### src/rtl/distortion_pkg.sv
// Shared types, limits and input-conditioning helpers for the distortion pipeline.
package distortion_pkg;

    typedef logic signed [15:0] sample_t;
    typedef logic signed [31:0] product_t;

    typedef enum logic {
        IDLE,
        HOLD
    } clip_state_t;

    localparam sample_t  GAIN_MIN = 16'sd1;
    localparam sample_t  GAIN_MAX = 16'sd50;
    localparam product_t THR_MIN  = 32'sd1;
    localparam product_t THR_MAX  = 32'sd32767;

    function automatic sample_t clamp_gain(input sample_t g);
        if (g < GAIN_MIN) return GAIN_MIN;
        if (g > GAIN_MAX) return GAIN_MAX;
        return g;
    endfunction

    // The clamped threshold always fits a positive 16-bit sample.
    function automatic sample_t clamp_thr(input product_t t);
        if (t < THR_MIN) return sample_t'(THR_MIN);
        if (t > THR_MAX) return sample_t'(THR_MAX);
        return sample_t'(t);
    endfunction

endpackage

### src/rtl/clip_indicator.sv
// Stretches single clip events into a visible LED pulse lasting CLIP_HOLD
// unclipped output samples after the most recent clip.
module clip_indicator
    import distortion_pkg::*;
#(
    parameter int unsigned CLIP_HOLD = 4800
) (
    input  logic CLK,
    input  logic RST,
    input  logic i_valid,
    input  logic i_clip,
    output logic o_led
);

    localparam int unsigned CNT_W = $clog2(CLIP_HOLD + 2);

    clip_state_t       r_state;
    clip_state_t       w_state_nxt;
    logic [CNT_W-1:0]  r_cnt;
    logic [CNT_W-1:0]  w_cnt_nxt;

    always_ff @(posedge CLK or posedge RST) begin
        if (RST) begin
            r_state <= IDLE;
            r_cnt   <= '0;
        end else begin
            r_state <= w_state_nxt;
            r_cnt   <= w_cnt_nxt;
        end
    end

    // The counter reaches 0 on the CLIP_HOLD-th unclipped sample, which still
    // shows the LED; the following unclipped sample drops back to IDLE.
    always_comb begin
        w_state_nxt = r_state;
        w_cnt_nxt   = r_cnt;
        case (r_state)
            IDLE: begin
                if (i_valid && i_clip) begin
                    w_state_nxt = HOLD;
                    w_cnt_nxt   = CNT_W'(CLIP_HOLD);
                end
            end
            HOLD: begin
                if (i_valid) begin
                    if (i_clip) begin
                        w_cnt_nxt = CNT_W'(CLIP_HOLD);
                    end else if (r_cnt == '0) begin
                        w_state_nxt = IDLE;
                    end else begin
                        w_cnt_nxt = r_cnt - 1'b1;
                    end
                end
            end
            default: begin
                w_state_nxt = IDLE;
                w_cnt_nxt   = '0;
            end
        endcase
    end

    assign o_led = (r_state == HOLD);

endmodule

### src/rtl/distortion_core.sv
// Three-stage hard-clipping distortion: capture/clamp, multiply, clip.
// Fixed 3-cycle latency, no backpressure, with a stretched clip LED.
module distortion_core
    import distortion_pkg::*;
#(
    parameter int unsigned CLIP_HOLD = 4800
) (
    input  logic                CLK,
    input  logic                RST,
    input  logic signed [15:0]  sample_in,
    input  logic                sample_in_valid,
    input  logic signed [15:0]  gain,
    input  logic signed [31:0]  threshold,
    input  logic                disabled,
    output logic signed [15:0]  sample_out,
    output logic                sample_out_valid,
    output logic                clip_active,
    output logic                clip_led
);

    logic     r_s1_valid;
    sample_t  r_s1_sample;
    sample_t  r_s1_gain;
    sample_t  r_s1_thr;
    logic     r_s1_dis;

    logic     r_s2_valid;
    product_t r_s2_prod;
    sample_t  r_s2_sample;
    sample_t  r_s2_thr;
    logic     r_s2_dis;

    sample_t  r_sample_out;
    logic     r_out_valid;
    logic     r_clip_active;

    product_t w_thr_ext;
    logic     w_clip_hi;
    logic     w_clip_lo;
    logic     w_clip;
    sample_t  w_result;

    always_ff @(posedge CLK or posedge RST) begin
        if (RST) begin
            r_s1_valid  <= 1'b0;
            r_s1_sample <= '0;
            r_s1_gain   <= '0;
            r_s1_thr    <= '0;
            r_s1_dis    <= 1'b0;
        end else begin
            r_s1_valid <= sample_in_valid;
            if (sample_in_valid) begin
                r_s1_sample <= sample_in;
                r_s1_gain   <= clamp_gain(gain);
                r_s1_thr    <= clamp_thr(threshold);
                r_s1_dis    <= disabled;
            end
        end
    end

    always_ff @(posedge CLK or posedge RST) begin
        if (RST) begin
            r_s2_valid  <= 1'b0;
            r_s2_prod   <= '0;
            r_s2_sample <= '0;
            r_s2_thr    <= '0;
            r_s2_dis    <= 1'b0;
        end else begin
            r_s2_valid <= r_s1_valid;
            if (r_s1_valid) begin
                r_s2_prod   <= product_t'(r_s1_sample) * product_t'(r_s1_gain);
                r_s2_sample <= r_s1_sample;
                r_s2_thr    <= r_s1_thr;
                r_s2_dis    <= r_s1_dis;
            end
        end
    end

    assign w_thr_ext = product_t'(r_s2_thr);
    assign w_clip_hi = (r_s2_prod > w_thr_ext);
    assign w_clip_lo = (r_s2_prod < -w_thr_ext);
    assign w_clip    = !r_s2_dis && (w_clip_hi || w_clip_lo);

    always_comb begin
        w_result = r_s2_prod[15:0];
        if (r_s2_dis) begin
            w_result = r_s2_sample;
        end else if (w_clip_hi) begin
            w_result = r_s2_thr;
        end else if (w_clip_lo) begin
            w_result = -r_s2_thr;
        end
    end

    always_ff @(posedge CLK or posedge RST) begin
        if (RST) begin
            r_sample_out  <= '0;
            r_out_valid   <= 1'b0;
            r_clip_active <= 1'b0;
        end else begin
            r_out_valid   <= r_s2_valid;
            r_clip_active <= r_s2_valid && w_clip;
            if (r_s2_valid) begin
                r_sample_out <= w_result;
            end
        end
    end

    clip_indicator #(
        .CLIP_HOLD (CLIP_HOLD)
    ) u_clip_indicator (
        .CLK     (CLK),
        .RST     (RST),
        .i_valid (r_s2_valid),
        .i_clip  (w_clip),
        .o_led   (clip_led)
    );

    assign sample_out       = r_sample_out;
    assign sample_out_valid = r_out_valid;
    assign clip_active      = r_clip_active;

endmodule

### config.mk
export PLATFORM = sky130hd
export DESIGN_NAME = distortion_core
export DESIGN_NICKNAME = d
export VERILOG_FILES = /design/src/rtl/distortion_pkg.sv /design/src/rtl/clip_indicator.sv /design/src/rtl/distortion_core.sv
export SDC_FILE = /design/constraint.sdc
export NUM_CORES = 1
export LEC_CHECK = 0
export CAP_MARGIN = 20
export CORE_MARGIN = 2
export CORE_UTILIZATION = 32
export DETAILED_ROUTE_END_ITERATION = 6
export GPL_ROUTABILITY_DRIVEN = 0
export HOLD_SLACK_MARGIN = 0.06
export SYNTH_ARGS = -nofsm -noshare
export SYNTH_HDL_FRONTEND = slang
export SYNTH_SLANG_ARGS = --single-unit
### constraint.sdc
create_clock -name CLK -period 7.55 [get_ports CLK]
set_input_delay 2.265 -clock CLK [delete_from_list [all_inputs] [get_ports CLK]]
set_output_delay 2.265 -clock CLK [all_outputs]
set_load 0.02 [all_outputs]
==> results.toml <==
[drt]
dr.first_iter.drc_count = 788
wire_per_inst_um = 17.2
ant_nets = 0
drt_wl_total_mm = 47.0
vias = 13400
drc_errors = 0
vias_per_cell = 4.90
firstDrtPassIters = 5

[placed_design]
place_ws_ns = 0.486
place_area_um2 = 19800
dp_cells = 2710
dpl.hpwl_mm = 37.2
portBuffers = 86

[floorplan]
die_x_um = 241
die_h_um = 241
dieArea_um2 = 58300
design.portCount = 87
rows = 87
initial_core_util_pct = 32.2
coreArea_um2 = 56100

[clocking]
cts.path.max_buffers = 2
clk_pin_slew_ns = 0.07
cts_setup_buffers = 0
cts-hold-fix-buffers = 0
cts_sinks = 148
cts_root_buffer = "clkbuf_16"
ctsResizeCount = 0
clk_latency_ns = 0.45
h-tree-depth = 4
cts_tree = "done"
cts_made_buffers = 17

[synth]
synth_cell_type_count = 60
avgSynthCellArea_um2 = 9.45
synthMuxAreaShare_pct = 4.19
yosys.area_share.adder_pct = 39.4
synth_simple_gate_area_share_pct = 14.5
synth-seq-area-share_pct = 20.5
async_reset_ff_share_pct = 100
synth_fp_nets = 2387
synth_top_cell_area_share_pct = 29.1
synth_edf_count = 0
ys_top_cells_by_area = "fa_1 (29%), dfrtp_1 (21%), ha_1 (10%), inv_1 (8.0%), nand2_1 (4.2%)"
synth_compound_area_share_pct = 9.32
synth_area_um2 = 18000
syn_inst = 1909
ys_ff_latch = 148
synth.most_common_cell = "inv_1"
synth_top_family_by_area = "adder cells"
synthFlopType = "dfrtp_1"
synth_xor_area_share_pct = 2.57
ys_warn_count = 0
synthTopCellsByCount = "inv_1 (383), fa_1 (262), nand2_1 (202), dfrtp_1 (148), ha_1 (148)"
yosys.area.top_type = "fa_1"

[worst_setup_path]
crit_path_start_kind = "flip-flop"
critical_path_arrival_ns = 7.43
r2r-start = "r_s1_sample[7]$_DFFE_PP0P_"
path_class = "reg2reg"
path_max_fanout = 18
end_kind = "flip-flop"
startpoint = "r_s1_sample[7]$_DFFE_PP0P_"
required_ns = 7.89
ff2ff_path_depth = 20

[sta]
fin_ws_ns = 0.453
fin_crit_sh_pct = 94.0
tightest_slew_ns = 1.01
rsz0062_at_grt = "no"
setup_viol = 0
slew_headroom_pct = 32.7
clock_skew_ns = 0.0143
tns_ns = 0
fin_crit_ns = 7.10
hold_viol = 0
report.final.slew_viol_count = 0
clock.fmax_ghz = 0.141
whs_ns = 0.471

[finish]
area_delta_synth_final_pct = 12.9
num_antenna_cells = 0
fillers = 5635
drive_gt1_share_pct = 6.70
finalNonFillerCells = 2742
nets = 2451
fin_area_um2 = 20400
utilization_pct = 36.3

[global_route]
grt_max_degree = 95
antenna_found_initial = 0
grt_usage_pct = 17.2
grt_overflow = 0
grt_pass1_wl_mm = 77.6
grt_pass1_vias = 14500

[power]
finalPower_mw = 4.79
power.density_nw_per_um2 = 235
p_leak_nw = 9.83
irDropWorstVdd_uv = 197

[hold_path]
holdCritPathClass = "reg2reg"
min_path_cells = 2
min-delay-start = "r_s1_thr[15]$_DFFE_PP0P_"

[run]
max_cap_violations = 0

[status]
status = "completed"
-- area by class of cell --
cell class | count | area [um^2] | share of cell area (%)
inverter | 384 | 1450 | 7.10
timing repair buffer | 115 | 1070 | 5.27
clock buffer | 18 | 439 | 2.16
sequential | 148 | 3700 | 18.2
tap | 756 | 946 | 4.65
clock inverter | 14 | 139 | 0.682
multi-input combinational | 1307 | 12600 | 61.9
-- report_power, final --
part | internal (mW) | leakage [nW] | total [mW] | switching [mW]
clock | 0.472 | 0.282 | 0.867 | 0.395
combinational | 1.19 | 7.74 | 2.70 | 1.51
sequential | 0.987 | 1.80 | 1.22 | 0.236
total | 2.64 | 9.83 | 4.79 | 2.14
-- critical path: stages, from the launching register on --
cell and delay (ns):
dfrtp_1 0.93, nand2_1 0.17, fa_1 0.54, inv_1 0.05, fa_1 0.53, fa_1 0.45, fa_1 0.52, fa_1 0.54
inv_1 0.06, fa_1 0.55, inv_1 0.05, ha_1 0.36, nand3_1 0.17, o2111ai_1 0.12, a21oi_1 0.33, o2111ai_1 0.22
and3_1 0.22, or3_1 0.42, a221oi_1 0.32, xnor2_1 0.13, mux2_2 0.27
-- per-layer routing --
layer / GRT usage, % / routed length [um] / part of all wire, %
met1: 22.2 / 20500 / 44
met4: 4.41 / 858 / 1.8
met3: 2.75 / 2250 / 4.8
met5: 0 / 0 / 0
met2: 29.8 / 23400 / 50
-- state kept, by name, summed over array words and instances, names as in the netlist --
signal	cells
r_s2_valid	1
u_clip_indicator.r_cnt	13
r_s2_sample	16
r_s1_thr	16
sample_out_valid	1
r_s1_sample	16
clip_active	1
r_s2_dis	1
r_s2_thr	16
r_s1_valid	1
sample_out	16
r_s1_dis	1
u_clip_indicator.o_led	1
r_s1_gain	16
r_s2_prod	32
-- path summary, 6_finish.rpt --
kind / end / slack, ns
hold / removal: r_s2_thr[15]$_DFFE_PP0P_ / 0.47
hold reg to reg: r_s2_thr[15]$_DFFE_PP0P_ / 0.47
setup reg to reg: r_s2_prod[31]$_DFFE_PP0P_ / 0.45
min in group asynchronous: clip_active$_DFF_PP0_ / 2.37
setup / recovery: r_s2_prod[31]$_DFFE_PP0P_ / 0.45
max in group asynchronous: r_s1_valid$_DFF_PP0_ / 3.72
-- logic make-up (layout without fill, tap and decap cells) --
| kind of cell | Yosys count | after routing |
|---|---|---|
| simple gates | 532 | 532 |
| buf+inv | 454 | 531 |
| fa+ha+maj | 410 | 410 |
| compound gates | 244 | 244 |
| flops | 148 | 148 |
| mux | 68 | 68 |
| xor+xnor | 53 | 53 |
-- layout by cell type (no fill, tap or decap), types with 8 or more instances in the layout --
master,synthesis,final
inv_1,383,382
fa_1,262,262
nand2_1,202,202
ha_1,148,148
dfrtp_1,148,147
and2_1,119,119
clkdlybuf4s50_1,0,85
nor2_1,76,76
mux2_2,60,60
o21ai_0,55,55
a21oi_1,47,47
xnor2_1,44,44
buf_4,0,29
a21o_1,27,27
nand3_1,23,23
nand4_1,19,19
nor2b_1,18,18
nor3_1,17,17
o2bb2ai_1,17,17
clkbuf_16,0,17
nand2b_1,16,16
nor4_1,14,14
a211oi_1,10,10
o221ai_1,10,10
o211ai_1,10,10
xor2_1,9,9
or4_1,8,8
a31oi_1,8,8
mux2i_1,8,8
(Power assumes the default switching activity.)
